<file path="src/rtl/lstm_act_pkg.sv">
// Shared constants for the LSTM activation blocks (Q6.6 fixed point).
package lstm_act_pkg;

    localparam int unsigned WIDTH     = 12;
    localparam int unsigned FRAC_BITS = 6;
    localparam int unsigned NUM_REQ   = 3;
    localparam int unsigned ID_W      = 2;

    localparam logic [11:0] ONE_Q66  = 12'h040;
    localparam logic [11:0] HALF_Q66 = 12'h020;
    localparam logic [11:0] SIX_Q66  = 12'h180;

endpackage

</file>
<file path="src/rtl/sigmoid_share_arbiter_sigmoid.sv">
// Combinational sigmoid in Q6.6: 0.25-step LUT over [0, 6], symmetric for
// negative inputs (1 - LUT), saturating to 1.0 / 0.0 beyond +/-6.0.
module sigmoid_share_arbiter_sigmoid #(
    parameter int unsigned WIDTH     = 12,
    parameter int unsigned FRAC_BITS = 6
) (
    input  logic [WIDTH-1:0] x_i,
    output logic [WIDTH-1:0] y_o
);
    import lstm_act_pkg::*;

    logic             neg;
    logic [WIDTH-1:0] mag;
    logic [4:0]       idx;
    logic [WIDTH-1:0] lut;

    // Magnitude and LUT index; the most negative code negates to itself and
    // is caught by the saturation compare as a large magnitude.
    always_comb begin
        neg = x_i[WIDTH-1];
        mag = neg ? (~x_i + 1'b1) : x_i;
        idx = 5'(mag >> (FRAC_BITS - 2));
    end

    // round(64 * sigmoid(idx / 4)) for idx = 0..24
    always_comb begin
        lut = WIDTH'(ONE_Q66);
        case (idx)
            5'd0:  lut = WIDTH'(HALF_Q66);
            5'd1:  lut = WIDTH'(36);
            5'd2:  lut = WIDTH'(40);
            5'd3:  lut = WIDTH'(43);
            5'd4:  lut = WIDTH'(47);
            5'd5:  lut = WIDTH'(50);
            5'd6:  lut = WIDTH'(52);
            5'd7:  lut = WIDTH'(55);
            5'd8:  lut = WIDTH'(56);
            5'd9:  lut = WIDTH'(58);
            5'd10: lut = WIDTH'(59);
            5'd11: lut = WIDTH'(60);
            5'd12: lut = WIDTH'(61);
            5'd13: lut = WIDTH'(62);
            5'd14: lut = WIDTH'(62);
            5'd15: lut = WIDTH'(63);
            5'd16: lut = WIDTH'(63);
            5'd17: lut = WIDTH'(63);
            5'd18: lut = WIDTH'(63);
            5'd19: lut = WIDTH'(63);
            default: lut = WIDTH'(ONE_Q66);
        endcase
    end

    // Saturate outside +/-6.0, otherwise mirror the LUT for negative inputs.
    always_comb begin
        y_o = lut;
        if (mag > WIDTH'(SIX_Q66)) begin
            y_o = neg ? '0 : WIDTH'(ONE_Q66);
        end else if (neg) begin
            y_o = WIDTH'(ONE_Q66) - lut;
        end
    end

endmodule

</file>
<file path="src/rtl/sigmoid_share_arbiter.sv">
// Round-robin arbiter sharing one sigmoid unit among NUM_REQ gate requesters,
// with a single registered output stage under valid/ready flow control.
module sigmoid_share_arbiter #(
    parameter int unsigned WIDTH     = 12,
    parameter int unsigned FRAC_BITS = 6,
    parameter int unsigned NUM_REQ   = 3,
    parameter int unsigned ID_W      = 2
) (
    input  logic                     clk,
    input  logic                     rst_n,
    input  logic [NUM_REQ-1:0]       req_valid,
    input  logic [NUM_REQ*WIDTH-1:0] req_data,
    output logic [NUM_REQ-1:0]       req_ready,
    output logic                     resp_valid,
    output logic [WIDTH-1:0]         resp_data,
    output logic [ID_W-1:0]          resp_id,
    input  logic                     resp_ready
);
    import lstm_act_pkg::*;

    logic             resp_valid_q, resp_valid_d;
    logic [WIDTH-1:0] resp_data_q, resp_data_d;
    logic [ID_W-1:0]  resp_id_q, resp_id_d;
    logic [ID_W-1:0]  ptr_q, ptr_d;

    logic             can_accept;
    logic             issue;
    logic             found;
    logic [ID_W-1:0]  grant;
    logic [WIDTH-1:0] sig_in;
    logic [WIDTH-1:0] sig_out;
    int unsigned      cand;

    // Output stage can take a new result when empty or being popped; nothing
    // is accepted while reset is asserted.
    always_comb begin
        can_accept = rst_n && (!resp_valid_q || resp_ready);
        issue      = (|req_valid) && can_accept;
    end

    // Round-robin search starting just after the last granted requester.
    always_comb begin
        grant = '0;
        found = 1'b0;
        cand  = 0;
        for (int unsigned off = 1; off <= NUM_REQ; off++) begin
            cand = int'(ptr_q) + off;
            if (cand >= NUM_REQ) begin
                cand = cand - NUM_REQ;
            end
            if (!found && req_valid[cand[ID_W-1:0]]) begin
                found = 1'b1;
                grant = cand[ID_W-1:0];
            end
        end
    end

    // Accept strobe only to the granted requester.
    always_comb begin
        req_ready = '0;
        for (int unsigned i = 0; i < NUM_REQ; i++) begin
            req_ready[i] = issue && (grant == ID_W'(i));
        end
    end

    // Operand mux feeding the shared sigmoid.
    always_comb begin
        sig_in = '0;
        for (int unsigned i = 0; i < NUM_REQ; i++) begin
            if (grant == ID_W'(i)) begin
                sig_in = req_data[i*WIDTH +: WIDTH];
            end
        end
    end

    sigmoid_share_arbiter_sigmoid #(
        .WIDTH     (WIDTH),
        .FRAC_BITS (FRAC_BITS)
    ) u_sigmoid (
        .x_i (sig_in),
        .y_o (sig_out)
    );

    // Next-state: load on issue, drop valid on a pop without refill, else hold.
    always_comb begin
        resp_valid_d = resp_valid_q;
        resp_data_d  = resp_data_q;
        resp_id_d    = resp_id_q;
        ptr_d        = ptr_q;
        if (issue) begin
            resp_valid_d = 1'b1;
            resp_data_d  = sig_out;
            resp_id_d    = grant;
            ptr_d        = grant;
        end else if (resp_valid_q && resp_ready) begin
            resp_valid_d = 1'b0;
        end
    end

    // State registers; reset points ptr at the last requester so 0 wins first.
    always_ff @(posedge clk or negedge rst_n) begin
        if (!rst_n) begin
            resp_valid_q <= 1'b0;
            resp_data_q  <= '0;
            resp_id_q    <= '0;
            ptr_q        <= ID_W'(NUM_REQ - 1);
        end else begin
            resp_valid_q <= resp_valid_d;
            resp_data_q  <= resp_data_d;
            resp_id_q    <= resp_id_d;
            ptr_q        <= ptr_d;
        end
    end

    assign resp_valid = resp_valid_q;
    assign resp_data  = resp_data_q;
    assign resp_id    = resp_id_q;

endmodule

</file>
<file path="config.mk">
export PLATFORM = sky130hd
export DESIGN_NAME = sigmoid_share_arbiter
export DESIGN_NICKNAME = d
export VERILOG_FILES = /design/src/rtl/lstm_act_pkg.sv /design/src/rtl/sigmoid_share_arbiter_sigmoid.sv /design/src/rtl/sigmoid_share_arbiter.sv
export SDC_FILE = /design/constraint.sdc
export NUM_CORES = 1
export LEC_CHECK = 0
export CORE_ASPECT_RATIO = 1.25
export CORE_MARGIN = 2
export CORE_UTILIZATION = 50
export CTS_CLUSTER_SIZE = 28
export DETAILED_ROUTE_END_ITERATION = 10
export DONT_BUFFER_PORTS = 1
export GPL_TIMING_DRIVEN = 0
export PLACE_DENSITY = 0.72
export SLEW_MARGIN = 30
export SYNTH_ARGS = -nofsm -noshare
export SYNTH_HDL_FRONTEND = slang
export SYNTH_HIERARCHICAL = 1
export SYNTH_SLANG_ARGS = --single-unit
</file>
<file path="constraint.sdc">
create_clock -name clk -period 12.9 [get_ports clk]
set_input_delay 2.58 -clock clk [delete_from_list [all_inputs] [get_ports clk]]
set_output_delay 2.58 -clock clk [all_outputs]
set_load 0.02 [all_outputs]
</file>
==> metrics <==
final WL=between 4000 and 5000 um; Max Root-Sink Buffers=2; via count=1839; TritonCTS clock tree=built; synthesis-stage register bit count=16; Antenna Cells=0; total core area=0.00378 mm^2; final number of setup-violating endpoints=0; Setup crit start kind=input pin; main flop type after synthesis=dfrtp_1; largest cells by area after synthesis=dfrtp_1 19%, ha_1 7.6%, mux2_2 6.8%, o211ai_1 5.7%, o21ai_0 5.1%; CTS Buf Count=3; CP max FO=10; CP cell instances=buf_2 -> o21bai_1 -> and3_1 -> clkbuf_1 -> o21ai_0 -> o211ai_1 -> or4_1 -> o21ai_0 -> xor2_1 -> inv_1 -> ha_1 -> or4_1 -> o211a_2 -> ha_1 -> nand2b_1 -> xor2_1 -> and2_1 -> mux2_2; maximum number of pins on one net before global-route repair=18; post-route ant nets=0; post-synth top area share=19.0%; Slowest-stage cell, CP=or4_1; Hold WC Path Type=reg -> reg; Slew HR=~57%; htree depth=1; Period minus WS final=7.18 ns; EDFF count, synth=0; Worst path top cell family by delay=simple AND/OR/NAND/NOR gates; die width=60.2 um; GRT Util Overall=22.6%; most common cell after layout, fill and taps aside=o21ai_0; grt met1 use=between 30% and 40%; Setup CP Type=in -> reg; Fin. Hold Viols=0; Skew-Pair Late Insertion Delay=0.24 ns; Clock transition at path regs=0.05 ns; Synth area leader=dfrtp_1; synth unique cells=59; Setup crit end kind=flip-flop; clk sinks=16; Worst Path Arrival=7.30 ns; outcome=complete, no violations; WP data required=13.02 ns; RSZ-0062 raised after global routing=false; worst-case reg-to-reg path depth=19; vias in the first global route=1749; gpl congestion=0.824; final slew viol count=0; first-pass GRT wire length=between 7000 and 8000 um; post-synthesis async set-or-reset flop share=between 90% and 100%; die area=between 0.004 and 0.005 mm^2; # hold bufs at CTS=0; DRT iter0 DRCs=103; total of max-cap violations=0; Synth Cell Area=0.00198 mm^2; total grt overflow=0; CP Depth=18; initial antenna violation count=0; Synth Instances=roughly 230; Fmax achieved=~0.14 GHz; die span in y=74.3 um; Final nets=293; Seq/Total Area, Yosys=20.3%; met2 GRT Util=between 30% and 40%; worst clock skew=0.00598 ns; final setup TNS=0 ns; HPWL Detailed=approximately 3800 um; Least-Margin Pin Slew=0.641 ns; Avg Vias per Cell=6.30; Top Usage Layer GRT=met2; Area Growth Syn to Fin=6.08%; Syn Area/Cell=roughly 8.5 um^2; row count=25; Post-route DRC=0; CP max stage delay=0.66 ns; final period utilization=between 50% and 60%; drt first pass iters=5; share of layout cells above drive strength 1=17.6%; post-CTS setup buffer count=0; met3 GRT Util=4.52%; synth warn=6; Worst Hold Depth=2; cts repair resizes=0; IO Pins=60; Initial Util=52.2%; Root Driver=clkbuf_8; PortBufs=0; WL/cell=16.2 um; buffers and inverters on the worst path=3; most frequent cells in the layout=20 x o21ai_0, 16 x nand3_1, 15 x o211ai_1, 15 x dfrtp_1
layer usage:
metal,wire length (um),part of all wire [%],vias to the layer above
met5,0,0,-
met4,37,0.78,0
met3,340,7.2,6
met2,2320,49,66
met1,2020,43,869
li1,-,-,898
final cells by class:
class / instances / area (um^2)
inverters: 11 / 41.3
flip-flops and latches: 16 / 402
well taps: 54 / 67.6
plain buffers: 21 / 126
clock buffers: 4 / 45.0
fillers: 359 / 1690
multi-input cells: 186 / 1420
metrics by stage:
stage | worst slack [ns] | instance area (um^2) | util (%) | std cells | hold slack (ns)
floorplan | 6.07 | 1980 | - | 234 | 0.492
global placement | 5.56 | 2050 | 54.2 | 288 | 0.516
detailed placement | 5.52 | 2050 | 54.2 | 288 | 0.526
CTS | 5.76 | 2100 | 55.4 | 292 | 0.534
global route | 5.45 | 2100 | 55.4 | 292 | 0.545
finish | 5.72 | 2100 | 55.4 | 292 | 0.536
flip-flops by register name, summed over array words and instances, names as in the netlist:
signal	flops
ptr_q	1
resp_data	12
resp_id	2
resp_valid	1
synthesized netlist by cell type, types with 2 or more instances:
cell / number
nand4_1: 4
nor4_1: 3
buf_2: 8
o21ai_0: 20
buf_6: 3
and2_1: 3
o211ai_1: 15
o21ai_1: 2
ha_1: 12
xnor2_1: 6
o31ai_1: 2
clkbuf_1: 4
o311ai_1: 5
a21oi_1: 6
nand2_1: 9
o311ai_0: 8
xor2_1: 4
a22oi_1: 2
buf_1: 2
or3_1: 3
dfrtp_1: 15
nor3_1: 5
nand2b_1: 6
nand3_1: 16
inv_1: 10
o21a_1: 2
or4_1: 2
mux2_2: 12
buf_4: 4
nor2_1: 6
a211o_1: 2
mux2i_1: 4
cells by family (layout without fill, tap and decap cells):
group                    after synthesis  count (layout)  share of synthesized area [%]
multiplexers                          16              16                           8.86
AO/OA/AOI/OAI                         80              80                           31.8
other                                  1               3                          0.190
XOR/XNOR                              10              10                           4.43
AND/OR/NAND/NOR                       65              65                           18.4
adder cells (fa/ha/maj)               12              12                           7.59
buffers and inverters                 32              36                           8.48
flip-flops                            16              16                           20.3
worst register-to-register path, cell delays in order (launching register included):
cell and delay, ns:
dfstp_2 0.54, inv_1 0.07, ha_1 0.39, nand2b_1 0.12
a2111oi_4 0.30, o31a_1 0.24, buf_6 0.16, o211ai_1 0.22
or4_1 0.66, o21ai_0 0.23, xor2_1 0.51, inv_1 0.17
ha_1 0.23, or4_1 0.53, o211a_2 0.19, ha_1 0.22
nand2b_1 0.21, xor2_1 0.18, and2_1 0.17, mux2_2 0.25
path summary, 6_finish.rpt:
check,start,endpoint,slack (ns)
setup / recovery,req_valid[1],resp_data[2]$_DFFE_PN0P_,5.72
hold / removal,ptr_q[1]$_DFFE_PN1P_,ptr_q[1]$_DFFE_PN1P_,0.54
setup reg to reg,ptr_q[1]$_DFFE_PN1P_,resp_data[2]$_DFFE_PN0P_,7.20
hold reg to reg,ptr_q[1]$_DFFE_PN1P_,ptr_q[1]$_DFFE_PN1P_,0.54
max in group asynchronous,rst_n,ptr_q[1]$_DFFE_PN1P_,10.69
min in group asynchronous,rst_n,resp_data[4]$_DFFE_PN0P_,2.03
Power is not shown: default switching activity piles up to over one toggle a cycle in this logic, so the estimate is an artifact.
